--- config.mk ---
export PLATFORM = sky130hd
export DESIGN_NAME = cordic_nco_ctrl
export DESIGN_NICKNAME = d
export VERILOG_FILES = /design/src/rtl/cordic_pkg.sv /design/src/rtl/cordic_phase_wrap.sv /design/src/rtl/cordic_nco_ctrl.sv
export SDC_FILE = /design/constraint.sdc
export NUM_CORES = 1
export LEC_CHECK = 0
export CAP_MARGIN = 20
export CORE_ASPECT_RATIO = 0.5
export CORE_MARGIN = 10
export CORE_UTILIZATION = 46
export DETAILED_ROUTE_END_ITERATION = 16
export HOLD_SLACK_MARGIN = 0.15
export PLACE_DENSITY_LB_ADDON = 0.12
export SLEW_MARGIN = 20
export SYNTH_ARGS = -nofsm -noshare
export SYNTH_HDL_FRONTEND = slang
export SYNTH_SLANG_ARGS = --single-unit
--- constraint.sdc ---
create_clock -name clock -period 6.4 [get_ports clock]
set_clock_uncertainty 0.15 [all_clocks]
set_input_delay 1.28 -clock clock [delete_from_list [all_inputs] [get_ports clock]]
set_output_delay 1.28 -clock clock [all_outputs]
set_load 0.01 [all_outputs]
--- src/rtl/cordic_pkg.sv ---
// cordic_pkg: shared angle constants, CORDIC start gain and sequencer state codes.
// Angles are radians x 2^29 (ANGLE_WIDTH = 32), held here in 34 bits so 2*pi fits signed.
package cordic_pkg;

  localparam logic signed [33:0] PI_FX      = 34'sd1686629713;
  localparam logic signed [33:0] HALF_PI_FX = 34'sd843314857;
  localparam logic signed [33:0] TWO_PI_FX  = 34'sd3373259426;
  localparam logic signed [33:0] NEG_PI_FX  = -34'sd1686629713;

  localparam logic [15:0] CORDIC_GAIN = 16'h26DD;

  localparam logic [1:0] S_IDLE  = 2'd0;
  localparam logic [1:0] S_ISSUE = 2'd1;
  localparam logic [1:0] S_WAIT  = 2'd2;
  localparam logic [1:0] S_HOLD  = 2'd3;

endpackage

--- src/rtl/cordic_phase_wrap.sv ---
// cordic_phase_wrap: combinational phase + delta, wrapped back into [-pi, pi).
// Used for the accumulator advance and for the optional quadrant fold.
module cordic_phase_wrap
  import cordic_pkg::*;
#(
  parameter int ANGLE_WIDTH = 32
) (
  input  logic [ANGLE_WIDTH-1:0] phase,
  input  logic [ANGLE_WIDTH-1:0] delta,
  output logic [ANGLE_WIDTH-1:0] wrapped
);

  localparam int EW = ANGLE_WIDTH + 2;

  logic signed [EW-1:0] sum;
  logic signed [EW-1:0] fixed;
  logic                 unused_hi;

  always_comb begin
    sum = $signed({{2{phase[ANGLE_WIDTH-1]}}, phase}) +
          $signed({{2{delta[ANGLE_WIDTH-1]}}, delta});
    if (sum >= PI_FX)
      fixed = sum - TWO_PI_FX;
    else if (sum < NEG_PI_FX)
      fixed = sum + TWO_PI_FX;
    else
      fixed = sum;
  end

  // After the wrap the value always fits the narrower angle width.
  assign wrapped   = fixed[ANGLE_WIDTH-1:0];
  assign unused_hi = ^fixed[EW-1:ANGLE_WIDTH];

endmodule

--- src/rtl/cordic_nco_ctrl.sv ---
// cordic_nco_ctrl: phase accumulator and job sequencer turning the CORDIC into a streaming NCO.
// Optional CORDIC_QUAD_FOLD_EN: fold job angles into [-pi/2, pi/2] and negate the results back.
//
// state | meaning
// IDLE  | no job in flight; starts one when enable is high
// ISSUE | one-cycle cordic_start for the latched angle
// WAIT  | waits for a rising cordic_done, aborts after TIMEOUT_CYCLES
// HOLD  | sample presented on out_*, held until out_ready
module cordic_nco_ctrl
  import cordic_pkg::*;
#(
  parameter int WIDTH          = 16,
  parameter int ANGLE_WIDTH    = 32,
  parameter int TIMEOUT_CYCLES = 64
) (
  input  logic                   clock,
  input  logic                   reset,
  input  logic                   enable,
  input  logic [ANGLE_WIDTH-1:0] phase_step,
  input  logic                   phase_load,
  input  logic [ANGLE_WIDTH-1:0] phase_init,
  output logic                   cordic_start,
  output logic [ANGLE_WIDTH-1:0] cordic_angle,
  output logic [WIDTH-1:0]       cordic_x_start,
  output logic [WIDTH-1:0]       cordic_y_start,
  input  logic                   cordic_done,
  input  logic [WIDTH-1:0]       cordic_cos,
  input  logic [WIDTH-1:0]       cordic_sin,
  output logic                   out_valid,
  input  logic                   out_ready,
  output logic [WIDTH-1:0]       out_cos,
  output logic [WIDTH-1:0]       out_sin,
  output logic [ANGLE_WIDTH-1:0] out_phase,
  output logic                   busy,
  output logic                   timeout_err
);

  localparam int TW = (TIMEOUT_CYCLES > 1) ? $clog2(TIMEOUT_CYCLES) : 1;

  logic [1:0]             state;
  logic [ANGLE_WIDTH-1:0] acc;
  logic [ANGLE_WIDTH-1:0] adv_phase;
  logic [ANGLE_WIDTH-1:0] load_val;
  logic [ANGLE_WIDTH-1:0] job_angle;
  logic [ANGLE_WIDTH-1:0] out_phase_next;
  logic [TW-1:0]          timer;
  logic                   done_q;
  logic                   done_edge;
  logic                   start_job;
  logic [WIDTH-1:0]       cap_cos;
  logic [WIDTH-1:0]       cap_sin;

  assign cordic_x_start = CORDIC_GAIN;
  assign cordic_y_start = '0;
  assign cordic_start   = (state == S_ISSUE);
  assign busy           = (state != S_IDLE);

  // Only a fresh rising edge completes a job; a level left over from the previous job is ignored.
  assign done_edge = cordic_done & ~done_q;
  assign start_job = enable & ((state == S_IDLE) | ((state == S_HOLD) & out_ready));
  assign load_val  = (phase_init == PI_FX[ANGLE_WIDTH-1:0]) ? NEG_PI_FX[ANGLE_WIDTH-1:0]
                                                            : phase_init;

  cordic_phase_wrap #(.ANGLE_WIDTH(ANGLE_WIDTH)) u_advance (
    .phase   (acc),
    .delta   (phase_step),
    .wrapped (adv_phase)
  );

`ifdef CORDIC_QUAD_FOLD_EN
  logic signed [ANGLE_WIDTH+1:0] acc_ext;
  logic                          fold_hi;
  logic                          fold_lo;
  logic                          fold_q;
  logic [ANGLE_WIDTH-1:0]        fold_delta;
  logic [ANGLE_WIDTH-1:0]        folded;

  function automatic logic [WIDTH-1:0] sat_neg(input logic [WIDTH-1:0] v);
    if (v == {1'b1, {(WIDTH-1){1'b0}}})
      return {1'b0, {(WIDTH-1){1'b1}}};
    return -v;
  endfunction

  assign acc_ext    = $signed({{2{acc[ANGLE_WIDTH-1]}}, acc});
  assign fold_hi    = (acc_ext > HALF_PI_FX);
  assign fold_lo    = (acc_ext < -HALF_PI_FX);
  assign fold_delta = fold_hi ? NEG_PI_FX[ANGLE_WIDTH-1:0] : PI_FX[ANGLE_WIDTH-1:0];

  cordic_phase_wrap #(.ANGLE_WIDTH(ANGLE_WIDTH)) u_fold (
    .phase   (acc),
    .delta   (fold_delta),
    .wrapped (folded)
  );

  assign job_angle = (fold_hi | fold_lo) ? folded : acc;
  assign cap_cos   = fold_q ? sat_neg(cordic_cos) : cordic_cos;
  assign cap_sin   = fold_q ? sat_neg(cordic_sin) : cordic_sin;

  always_ff @(posedge clock or posedge reset) begin
    if (reset)
      fold_q <= 1'b0;
    else if (start_job)
      fold_q <= fold_hi | fold_lo;
  end
`else
  assign job_angle = acc;
  assign cap_cos   = cordic_cos;
  assign cap_sin   = cordic_sin;
`endif

  always_ff @(posedge clock or posedge reset) begin
    if (reset) begin
      cordic_angle   <= '0;
      out_phase_next <= '0;
    end else if (start_job) begin
      cordic_angle   <= job_angle;
      out_phase_next <= acc;
    end
  end

  // A load always wins over the advance; the job in flight keeps its latched angle.
  always_ff @(posedge clock or posedge reset) begin
    if (reset)
      acc <= '0;
    else if (phase_load)
      acc <= load_val;
    else if ((state == S_WAIT) && done_edge)
      acc <= adv_phase;
  end

  always_ff @(posedge clock or posedge reset) begin
    if (reset) begin
      state       <= S_IDLE;
      done_q      <= 1'b0;
      timer       <= '0;
      out_valid   <= 1'b0;
      out_cos     <= '0;
      out_sin     <= '0;
      out_phase   <= '0;
      timeout_err <= 1'b0;
    end else begin
      done_q <= cordic_done;
      case (state)
        S_IDLE: begin
          if (start_job)
            state <= S_ISSUE;
        end
        S_ISSUE: begin
          timer <= TW'(TIMEOUT_CYCLES - 1);
          state <= S_WAIT;
        end
        S_WAIT: begin
          if (done_edge) begin
            out_cos   <= cap_cos;
            out_sin   <= cap_sin;
            out_phase <= out_phase_next;
            out_valid <= 1'b1;
            state     <= S_HOLD;
          end else if (timer == '0) begin
            timeout_err <= 1'b1;
            state       <= S_IDLE;
          end else begin
            timer <= timer - TW'(1);
          end
        end
        default: begin
          if (out_ready) begin
            out_valid <= 1'b0;
            state     <= start_job ? S_ISSUE : S_IDLE;
          end
        end
      endcase
    end
  end

endmodule

==> flow_summary_export.csv, run 1 <==
group,metric,value,unit
floorplanning,core,20700,sq um
global_routing,antenna_found_initial,0,
setup_path,r2r_slack,1.61,ns
setup_path,cp-end-kind,"flip-flop",
clock_network,clk_path_buf_depth,2,
layout,fin_nets,1460,
detailed_routing,wl,33.0,mm
sta,worst_pin_slew,0.987,ns
placed_design,routabilityCongestion,0.901,
setup_path,required,6.51,ns
clock_network,insertion_delay,0.42,ns
synth,synth_flop_cell,"dfrtp_1",
sta,finalHoldViolations,0,
layout,diodes,0,
global_routing,grt_pass1_wl,50.6,mm
sta,finalMaxSlewViolations,0,
setup_path,crit_start,"phase_step[0]",
synth,synth_enable_flop_cells,0,
synth,synth_area,9820,sq um
floorplanning,die_x,227,microns
clock_network,cts-root-buf,"clkbuf_16",
sta,finalCritPeriodShare,0.880,
floorplanning,io_pins,234,
sta,fmax,177,MHz
layout,final_util,0.605,
synth,async_reset_ff_frac,1.00,
floorplanning,die_h,123,microns
power,total_power,5.47,mW
floorplanning,row_count,37,
clock_network,post_cts_buffers,0,
detailed_routing,wl_per_cell,20.6,microns
synth,synth-seq-area-share,0.354,
global_routing,grt_max_degree,95,
clock_network,clkSinkCount,139,
clock_network,cts_resized,0,
clock_network,clk_pin_slew,0.06,ns
sta,fin_crit,5.63,ns
clock_network,numCtsBuffers,17,
detailed_routing,via_per_inst,5.78,
global_routing,track_usage,0.230,
layout,syn2layout_area_growth,27.7,%
power,total_leakage_power,5.35,nW
setup_path,crit_fanout,22,
power,power_density,436,nW/um^2
layout,layout-drive-gt1-share,0.101,
setup_path,cp.arrival,5.74,ns
sta,postLayoutSetupSlackWorst,0.766,ns
placed_design,portBuffers,201,
detailed_routing,ant_nets,0,
job,cap_violations,0,
sta,maxSlewHeadroom,0.337,
placed_design,hpwl,25.7,mm
synth,avgSynthCellArea,8.53,sq um
synth,postSynthCellCount,1152,
detailed_routing,first_iter_violations,973,
status,run_status,"complete, no violations",
setup_path,r2r_cells,15,
detailed_routing,drc,0,
placed_design,preCtsSetupSlack,0.423,ns
detailed_routing,num_vias,9250,
setup_path,r2r-start,"acc[0]$_DFFE_PP0P_",
setup_path,worstSetupPathType,"input port to flip-flop",
sta,setup_viol,0,
sta,rsz0062_at_grt,"false",
sta,final.setup.tns,0,ns
floorplanning,fp.dieArea,28000,sq um
clock_network,htreeDepth,4,
global_routing,grt_pass1_vias,8724,
clock_network,cts-hold-fix-buffers,0,
detailed_routing,firstDrtPassIters,5,
synth,ys_ff_latch,139,
setup_path,timing.rr.end,"acc[22]$_DFFE_PP0P_",
global_routing,grt-ovfl-total,0,
synth,ys_warn_count,0,
min_path,hp-class,"flip-flop to flip-flop",
setup_path,start_kind,"input port",
synth,synth.distinct_cells,93,
floorplanning,initial_core_util,0.474,
setup_path,crit_end,"acc[22]$_DFFE_PP0P_",
power,ir_drop,202,uV
clock_network,cts_tree,"done",
==> worst min path at each step <==
stage                              from                        to  slack (ns)  cells after the start
6_report        out_cos[12]$_DFFE_PP0P_   out_cos[12]$_DFFE_PP0P_        0.32                      2
5_1_grt        out_phase[1]$_DFFE_PP0P_  out_phase[1]$_DFFE_PP0P_        0.35                      2
4_1_cts         out_cos[15]$_DFFE_PP0P_   out_cos[15]$_DFFE_PP0P_        0.33                      2
3_5_place_dp    out_cos[15]$_DFFE_PP0P_   out_cos[15]$_DFFE_PP0P_        0.31                      2
3_3_place_gp     out_sin[0]$_DFFE_PP0P_    out_sin[0]$_DFFE_PP0P_        0.31                      2
2_1_floorplan      timer[5]$_DFFE_PP0P_      timer[5]$_DFFE_PP0P_        0.33                      2
==> flip-flops by register name, indices dropped and copies added, names as in the netlist <==
register        cells
acc                32
out_phase          32
out_phase_next     32
out_cos            16
out_sin            16
timer               6
state               2
done_q              1
out_valid           1
timeout_err         1
==> synthesized netlist by cell type (14+ instances only) <==
master    number  share of area
a21oi_1       65          0.033
a22oi_1       21          0.016
buf_2         18         0.0092
buf_4         34          0.026
clkbuf_1      45          0.017
dfrtp_1      139           0.35
ha_1          42          0.054
inv_1         16         0.0061
mux2_2        33          0.038
nand2_1      267           0.10
nand3_1       26          0.013
nand4_1       14         0.0089
nor2_1        43          0.016
nor3_1        18         0.0092
o21ai_0       39          0.020
o21ai_1       24          0.012
or3_1         14         0.0089
xnor2_1       35          0.031
xor2_1        14          0.012
==> cell families after synthesis <==
group | share of synthesized area
adder cells (fa/ha/maj) | 0.0555
buffers and inverters | 0.0615
flip-flops | 0.354
AND/OR/NAND/NOR | 0.204
multiplexers | 0.0450
other | 0.000765
XOR/XNOR | 0.0454
AO/OA/AOI/OAI | 0.234
==> area by class of cell <==
cell class	count	area [sq um]
flip-flops and latches	139	3480
inverters	17	68.8
fillers	1832	8200
multi-input cells	924	5860
well taps	273	342
clock inverters	10	161
clock buffers	22	494
repair buffers	216	2140
==> critical path, cell delays in order <==
cell and delay (ns):
clkdlybuf4s50_1 0.40, ha_1 0.26, fa_1 0.47, a211oi_4 0.37
o211ai_2 0.19, a2111oi_0 0.47, a311oi_1 0.13, or3_1 0.41
nor3_1 0.21, a21oi_1 0.13, a211oi_2 0.62, buf_12 0.25
nand4_1 0.13, o31ai_2 0.13, xnor2_1 0.15, o221ai_1 0.12
==> metrics by stage <==
| stage | area (sq um) | hold WS, ns | instances |
|---|---|---|---|
| 6_report | 12500 | 0.321 | 1601 |
| 4_1_cts | 12500 | 0.326 | 1601 |
| 5_1_grt | 12500 | 0.348 | 1601 |
| 3_5_place_dp | 11900 | 0.311 | 1569 |
| 2_1_floorplan | 9930 | 0.328 | 1182 |
| 3_3_place_gp | 11900 | 0.307 | 1569 |
==> placed cells by master, fill, tap and decap left out, types with 17 or more instances in the layout <==
cell             instances
dfrtp_1                139
nor2_1                  43
clkbuf_16               17
xnor2_1                 35
a21oi_1                 65
nor3_1                  18
nand3_1                 26
clkdlybuf4s50_1        201
conb_1                  32
a22oi_1                 21
ha_1                    42
mux2_2                  33
nand2_1                266
o21ai_1                 24
o21ai_0                 39
==> report_power, final <==
part	internal [mW]	switching, mW	total (mW)	leakage, nW
clock	0.703	0.370	1.07	0.314
sequential	1.21	0.260	1.47	1.69
combinational	1.34	1.58	2.92	3.35
==> routing by layer <==
metal	routed length, microns	part of all wire	vias to the layer above	global-route usage
met4	442	0.013	0	0.0550
met2	14300	0.43	346	0.345
met5	0	0	-	0
li1	-	-	4426	-
met1	16000	0.48	4453	0.340
met3	2230	0.068	25	0.0373
Note: power is estimated with default switching activity, not from simulation.
==> inputs of run 2 (changes only) <==
--- a/config.mk
+++ b/config.mk
@@ -15,4 +15,6 @@
 export SLEW_MARGIN = 20
 export SYNTH_ARGS = -nofsm -noshare
 export SYNTH_HDL_FRONTEND = slang
+export SYNTH_HIERARCHICAL = 1
 export SYNTH_SLANG_ARGS = --single-unit
+export TNS_END_PERCENT = 1
==> constraint.sdc (replaced) <==
create_clock -name clock -period 5.2 [get_ports clock]
set_clock_uncertainty 0.15 [all_clocks]
set_input_delay 1.04 -clock clock [delete_from_list [all_inputs] [get_ports clock]]
set_output_delay 1.04 -clock clock [all_outputs]
set_load 0.01 [all_outputs]
==> run 2 against run 1 <==
  * Global-route usage down 0.23 points
  * Register-to-register slack worse by 0.98 ns
  * Synthesized cell count up 1.2%
  * Sequential share of layout area down 3.0 points
  * Combinational power up 47%
  * Synthesized area up 2.3%
  * First-iteration DRC count down 14%
  * Clock power up 15%
==> flow_summary_export.csv, run 2 <==
group,metric,value,unit
floorplanning,initial_core_util,0.466,
synth,synth_area_leader_cell,"dfrtp_1",
sta,hold_slack,0.321,ns
synth,synth_enable_flop_cells,0,
clock_network,numCtsBuffers,17,
power,power_density,522,nW/um^2
floorplanning,core,21600,sq um
detailed_routing,wl,34.5,mm
power,total_leakage_power,6.32,nW
sta,setup_viol,0,
synth,postSynthCellCount,1166,
synth,synth_top_area_share,0.346,
synth,synth_flop_cell,"dfrtp_1",
global_routing,grt_pass1_wl,52.7,mm
sta,maxSlewHeadroom,0.259,
detailed_routing,firstDrtPassIters,6,
layout,final_util,0.651,
synth,ys_warn_count,6,
power,ir_drop,248,uV
status,run_status,"complete, no violations",
setup_path,r2r_slack,0.63,ns
synth,synth.distinct_cells,89,
setup_path,required,5.30,ns
detailed_routing,ant_nets,0,
sta,fmax,199,MHz
layout,fin_nets,1623,
clock_network,clkSinkCount,139,
placed_design,hpwl,27.3,mm
placed_design,portBuffers,201,
synth,yosys-top-cells-area,"dfrtp_1, nand2_1, ha_1",
floorplanning,io_pins,234,
layout,layout-drive-gt1-share,0.199,
setup_path,cpMaxStageDelayCell,"a211o_4",
sta,worst_pin_slew,1.11,ns
clock_network,cts_tree,"done",
detailed_routing,via_per_inst,5.58,
sta,final.setup.tns,0,ns
sta,postLayoutSetupSlackWorst,0.163,ns
sta,finalHoldViolations,0,
global_routing,grt-ovfl-total,0,
global_routing,antenna_found_initial,2,
detailed_routing,num_vias,10000,
floorplanning,fp.dieArea,28500,sq um
layout,syn2layout_area_growth,39.8,%
setup_path,crit_end,"acc[27]$_DFFE_PP0P_",
layout,final_cell_mix,"nand2_1, clkdlybuf4s50_1, buf_4, dfrtp_1, a21oi_1",
floorplanning,die_h,125,microns
clock_network,clk_pin_slew,0.06,ns
detailed_routing,first_iter_violations,833,
setup_path,start_kind,"input port",
layout,top_regs,"acc: 32 flops, out_phase: 32 flops, out_phase_next: 32 flops",
setup_path,cp.arrival,5.14,ns
layout,finalNonFillerCells,1792,
floorplanning,die_x,229,microns
min_path,hp-class,"flip-flop to flip-flop",
synth,avgSynthCellArea,8.62,sq um
clock_network,cts-hold-fix-buffers,0,
setup_path,crit_chain,"clkdlybuf4s50_1, ha_2, nand4_1, o22ai_2, buf_4, buf_4, a211oi_4, buf_4, o31ai_2, xor2_1, nor2_1, nor4b_2, a211o_4, a211oi_4, clkbuf_4, a32oi_1, xnor2_1, a211oi_1, a31oi_1",
synth,yosys-top-cells-count,"nand2_1, dfrtp_1, a21oi_1, nor2_1",
layout,final_area,14000,sq um
placed_design,preCtsSetupSlack,-0.479,ns
clock_network,insertion_delay,0.42,ns
sta,finalMaxSlewViolations,0,
setup_path,r2r_cells,18,
detailed_routing,drc,0,
setup_path,crit_start,"phase_step[11]",
synth,yosysMostFrequentCell,"nand2_1",
placed_design,placed_area,13100,sq um
job,cap_violations,0,
layout,final_common_cell,"nand2_1",
setup_path,cp-end-kind,"flip-flop",
placed_design,routabilityCongestion,0.975,
sta,finalCritPeriodShare,0.969,
power,total_power,7.33,mW
global_routing,track_usage,0.228,
clock_network,clk_path_buf_depth,2,
synth,ys_ff_latch,139,
setup_path,crit_fanout,6,
setup_path,worstSetupPathType,"input port to flip-flop",
setup_path,critPathMaxStageDelay,0.42,ns
placed_design,placedCellCount,1749,
floorplanning,row_count,38,
layout,fillers,1876,
global_routing,grt_pass1_vias,9399,
global_routing,grt_max_degree,86,
synth,async_reset_ff_frac,1.00,
synth,synth-seq-area-share,0.346,
detailed_routing,wl_per_cell,19.2,microns
setup_path,r2r-start,"acc[0]$_DFFE_PP0P_",
setup_path,timing.rr.end,"acc[27]$_DFFE_PP0P_",
setup_path,cpMostUsedCell,"buf_4",
sta,fin_crit,5.04,ns
clock_network,cts-root-buf,"clkbuf_16",
clock_network,htreeDepth,4,
synth,synth_area,10000,sq um
==> run 2: metal layers <==
metal | track usage | wire [microns] | share of wire
met1 | 0.327 | 16400 | 0.48
met2 | 0.344 | 15300 | 0.44
met3 | 0.0464 | 2260 | 0.066
met4 | 0.0546 | 483 | 0.014
met5 | 0 | 0 | 0
==> run 2: repair_timing <==
item / in CTS / in global routing
setup buffers: 0 / 7
pin swaps: 1 / 17
setup endpoints to repair: 7 / 31
resized for setup: 2 / 48
gates cloned: 0 / 3
==> run 2: layout make-up <==
type | count | area (sq um) | area share
Multi-Input combinational cell | 929 | 6240 | 0.444
Antenna cell | 2 | 5.00 | 0.000356
Tap cell | 300 | 375 | 0.0267
Inverter | 33 | 129 | 0.00918
Timing Repair Buffer | 358 | 3210 | 0.229
Sequential cell | 139 | 3480 | 0.248
Clock inverter | 7 | 113 | 0.00802
Clock buffer | 24 | 492 | 0.0350
==> run 2: worst max-delay path: cells and delay by family <==
family / cells / cell delay, ns
AO/OA/AOI/OAI: 8 / 1.67
AND/OR/NAND/NOR: 3 / 0.49
adder cells (fa/ha/maj): 1 / 0.40
buffers and inverters: 5 / 1.10
XOR/XNOR: 2 / 0.45
==> run 2: how the worst min path moves through the flow <==
stage          slack [ns]  cells past startpoint                   endpoint                 startpoint
2_1_floorplan        0.32                      1       timer[4]$_DFFE_PP0P_       timer[4]$_DFFE_PP0P_
3_3_place_gp         0.31                      2     out_sin[9]$_DFFE_PP0P_     out_sin[9]$_DFFE_PP0P_
3_5_place_dp         0.31                      2     out_sin[2]$_DFFE_PP0P_     out_sin[2]$_DFFE_PP0P_
4_1_cts              0.33                      2   out_phase[3]$_DFFE_PP0P_   out_phase[3]$_DFFE_PP0P_
5_1_grt              0.35                      2     out_sin[0]$_DFFE_PP0P_     out_sin[0]$_DFFE_PP0P_
6_report             0.32                      2  out_phase[12]$_DFFE_PP0P_  out_phase[12]$_DFFE_PP0P_
==> run 2: cells by family after synthesis <==
kind of cell / count (synthesis) / synth area share
buffers and inverters: 129 / 0.0701
other: 2 / 0.000747
adder cells (fa/ha/maj): 43 / 0.0543
AND/OR/NAND/NOR: 464 / 0.213
XOR/XNOR: 54 / 0.0471
AO/OA/AOI/OAI: 279 / 0.209
multiplexers: 56 / 0.0599
flip-flops: 139 / 0.346
==> run 2: power breakdown <==
group          leakage, nW  total (mW)  internal (mW)  switching [mW]
Clock                0.296        1.23          0.800           0.429
Combinational         4.35        4.30           2.15            2.15
Sequential            1.67        1.81           1.48           0.324
==> variant 1, RTL diff (flow settings as in run 2) <==
The parameter `TIMEOUT_CYCLES` goes from 64 to 256.
--- a/src/rtl/cordic_nco_ctrl.sv
+++ b/src/rtl/cordic_nco_ctrl.sv
@@ -13,3 +13,3 @@
   parameter int ANGLE_WIDTH    = 32,
-  parameter int TIMEOUT_CYCLES = 64
+  parameter int TIMEOUT_CYCLES = 256
 ) (
Check against the original RTL: same outputs for any inputs over 4 cycles, from zero or initial values and one cycle with reset high; that may be too few to reach the edited logic, so the function may still have changed.
==> variant 1 against run 2 <==
Cell area is 3.6% higher; sequential cell count grew 2; first-iteration DRC count increased by 35%; wire length grew 1.7%; register-to-register slack lost 0.12 ns; total power is 1.4% higher; setup slack worse by 0.015 ns; via count rose by 1.8%; synthesized area up 1.2%; critical path type unchanged; largest cell class unchanged; largest power group unchanged; highest routed layer unchanged.
==> variant 1: results (changes against run 2) <==
Outcome
  • Run status: finished, final reports clean

Cells and area
  • ANT cells: 0 (-2)
  • Fillcell total: 1831 (-2.4%)

Hold path
  • HP Start: out_sin[9]
  • Hold Path End: out_sin[9]

Global route
  • Vias in the first global route: 9772 (+4.0%)
  • Met2 Resource Use GR: 0.360 (+0.0161)
  • Global routing usage on met3: 0.0424 (-0.00395)

Drt
  • Via Count: 10188 (+1.8%)
  • Pre-antenna DRT Iters: 5 (-1)
  • Routed length per placed instance: 19.0 um (-0.93%)
  • Initial DRC Count: 1124 (+35%)

STA
  • Fmax: 198 MHz (-0.30%)

Clock tree
  • CTS-repair resized insts: 9 (+7)

Placement
  • GPL Wtd Cong: 0.944 (-3.2%)
  • Detail Placement HPWL: 27.5 mm (+0.65%)

Critical path
  • Max stage delay cell, worst path: clkdlybuf4s50_1
  • Max incr delay on CP: 0.47 ns (+0.05 ns)
  • Reg2reg setup slack: 0.51 ns (-0.12 ns)
  • CP arrival: 5.15 ns (about the same)

Synthesis
  • Commonest cells post-synth: nand2_1 (266), dfrtp_1 (141), a21oi_1 (54)
  • Post-synthesis xor/xnor area fraction: 0.0465 (-0.000556)
  • Seq/Total Area, Yosys: 0.347 (+0.000833)
  • Syn_area_per_cell: 8.67 um2 (+0.59%)
  • Complex-gate fraction of the synthesized area: 0.211 (+0.00209)

Pwr
  • Peak supply drop: 322 uV (+30%)
  • Switching Share: 0.394 (-0.00216)
==> variant 1: changes by cell type after synthesis, moves of 5 or more <==
cell	before	now
clkbuf_1	38	29
and2_1	26	19
and2_0	0	6
buf_2	5	10
==> variant 1: cell type report <==
type | count | area, um2 | area share
Clock buffer | 20 | 467 | 0.0321
Inverter | 36 | 140 | 0.00963
Sequential cell | 141 | 3530 | 0.242
Multi-Input combinational cell | 932 | 6370 | 0.438
Tap cell | 300 | 375 | 0.0258
Clock inverter | 12 | 143 | 0.00980
Timing Repair Buffer | 398 | 3520 | 0.242
==> variant 1: per-stage QoR <==
stage	cell area (um2)	setup TNS [ns]
6_report	14600	0
5_1_grt	14600	-0.0680
4_1_cts	14100	-0.0356
3_5_place_dp	13400	-15.58
3_3_place_gp	13400	-12.92
2_1_floorplan	10300	0
==> variant 2, RTL diff (config.mk and constraints of run 2) <==
Without the edit above. Register the output `timeout_err` once more; this adds one clock of latency there. The other outputs are not delayed to match.
--- a/src/rtl/cordic_nco_ctrl.sv
+++ b/src/rtl/cordic_nco_ctrl.sv
@@ -38,2 +38,4 @@
   localparam int TW = (TIMEOUT_CYCLES > 1) ? $clog2(TIMEOUT_CYCLES) : 1;
+
+  logic timeout_err_s0;
 
@@ -139,3 +141,3 @@
       out_phase   <= '0;
-      timeout_err <= 1'b0;
+      timeout_err_s0 <= 1'b0;
     end else begin
@@ -159,3 +161,3 @@
           end else if (timer == '0) begin
-            timeout_err <= 1'b1;
+            timeout_err_s0 <= 1'b1;
             state       <= S_IDLE;
@@ -175,2 +177,6 @@
 
+  always_ff @(posedge clock) begin
+    timeout_err <= timeout_err_s0;
+  end
+
 endmodule
Function: no difference found for any inputs over 4 cycles, from zero or initial values and one cycle with reset high; that may be too few to reach the edited logic, so the function may still have changed.
==> variant 2 against run 2 <==
Largest power group unchanged; clock power is 7% lower; synthesized area is 0.20% higher; setup slack got worse by 0.0024 ns; total power about the same; first-iteration DRC count rose by 22%; synthesized cell count barely moved; sequential cell count grew 1; wire length down 0.15%; die area increased by 0.17%; cell area grew 0.54%.
==> variant 2: results (changes against run 2) <==
Critical path
  • Max stage delay cell, worst path: clkdlybuf4s50_1
  • Crit-path max FO: 10 (+4)
  • Reg2Reg Capture Point: acc[2]
  • Worst setup path startpoint: phase_step[11]
  • Reg2reg setup slack: 0.67 ns (+0.04 ns)
  • Crit path max-delay family: compound AO/OA/AOI/OAI gates
  • R2R cell count: 20 (+2)
  • Setup crit end: acc[28]
  • CP arrival: 5.14 ns (about the same)
  • Max incr delay on CP: 0.42 ns (about the same)
  • R2r startpoint: acc[0]

Synthesis
  • Post-synthesis xor/xnor area fraction: 0.0470 (-0.0000936)
  • Multiplexer share of the synthesized area: 0.0598 (-0.000119)
  • Complex-gate fraction of the synthesized area: 0.208 (-0.000415)
  • Post-synth ARST share: 0.993 (-0.00714)
  • Synth top area cells: dfrtp_1 (35%), nand2_1 (10%), ha_1 (5.2%)
  • Ys flop type: dfrtp_1
  • Synth Warn #: 6 (unchanged)
  • Adder-Cell Fraction of Synth Area: 0.0542 (-0.000108)
  • Post-Syn Instances: 1167 (+0.086%)
  • Commonest cells post-synth: nand2_1 (269), dfrtp_1 (139), a21oi_1 (54)
  • Seq/Total Area, Yosys: 0.347 (+0.00130)
  • Unique cell type count in the Yosys netlist: 90 (+1.1%)

Cells and area
  • Nets: 1631 (+0.49%)
  • Share of layout cells above drive strength 1: 0.204 (+0.00561)
  • Fillcell total: 1835 (-2.2%)
  • Registers with the most flip-flops: acc (32), out_phase (32), out_phase_next (32)

Clock tree
  • Htree depth: 4 (unchanged)
  • Cts bufs inserted: 17 (unchanged)
  • Worst-Skew Late Latency: 0.42 ns (about the same)
  • Maximum root-to-sink buffer count: 2 (unchanged)
  • CTS clk-pin slew, worst paths: 0.06 ns (about the same)
  • Root Buffer: clkbuf_16

Drt
  • Vias/cell: 5.58 (-0.10%)
  • Routed length per placed instance: 19.1 um (-0.53%)
  • Initial DRC Count: 1019 (+22%)
  • Via Count: 10037 (+0.29%)
  • Pre-antenna DRT Iters: 6 (unchanged)

Pwr
  • Leakage dissipation: 6.36 nW (+0.60%)
  • Peak supply drop: 246 uV (-0.94%)

Placement
  • GPL Wtd Cong: 0.965 (-0.95%)
  • Placed cells: 1758 (+0.51%)
  • Placed Area: 13200 um2 (+0.90%)
  • Port Buffers: 201 (unchanged)
  • Detail Placement HPWL: 27.2 mm (-0.25%)

Global route
  • Initial antenna violation count: 1 (-1)
  • Largest net degree at the start of global routing: 84 (-2.3%)
  • Vias in the first global route: 9450 (+0.54%)
  • First-pass GRT wire length: 52.3 mm (-0.83%)
  • Gr usage total: 0.225 (-0.00297)

Outcome
  • Run status: finished, final reports clean

STA
  • Final hold viol count: 0 (unchanged)
  • Slew HR: 0.258 (-0.000886)

Hold path
  • Hold WC Path Type: reg2reg
-- variant 2: worst min-delay path by stage --
stage	startpoint	endpoint	slack [ns]	cells past startpoint
after floorplan	timeout_err_s0	timeout_err	0.20	0
after global placement	timeout_err_s0	timeout_err	0.21	0
after detailed placement	timeout_err_s0	timeout_err	0.23	0
after CTS	timeout_err_s0	timeout_err	0.25	0
after global routing	timeout_err_s0	timeout_err	0.25	0
final	timeout_err_s0	timeout_err	0.24	0
-- variant 2: power by group --
group	switching, W	total [W]	internal, W	leakage, nW
Clock	0.000430	0.00115	0.000723	0.277
Combinational	0.00216	0.00437	0.00221	4.40
Sequential	0.000321	0.00181	0.00149	1.68
Total	0.00291	0.00733	0.00442	6.36
-- variant 2: layer usage --
metal / wire length (um) / GRT usage
met1: 16400 / 0.323
met2: 15300 / 0.343
met3: 2140 / 0.0384
met4: 622 / 0.0577
met5: 0 / 0
-- variant 2: stage by stage --
stage          worst slack (ns)  utilization  hold WS [ns]
3_3_place_gp             -0.489        0.612         0.208
2_1_floorplan            0.0806            -         0.198
4_1_cts                 0.00672        0.640         0.246
6_report                  0.160        0.654         0.237
3_5_place_dp             -0.674        0.612         0.233
5_1_grt                 -0.0304        0.654         0.246
-- variant 2: timing repair --
action	CTS	global route
resized for setup	6	44
hold buffers	0	0
setup buffers	0	6
pin swaps	3	17
cloned	1	2
endpoints found under the setup margin	29	31
-- variant 2: final cells by class --
type,instances,area (um2),area share
multi-input combinational,930,6260,0.443
sequential,140,3500,0.248
timing repair buffer,364,3300,0.233
clock buffer,23,468,0.0331
tap,300,375,0.0266
inverter,33,129,0.00913
clock inverter,8,92.6,0.00656
antenna,1,2.50,0.000177
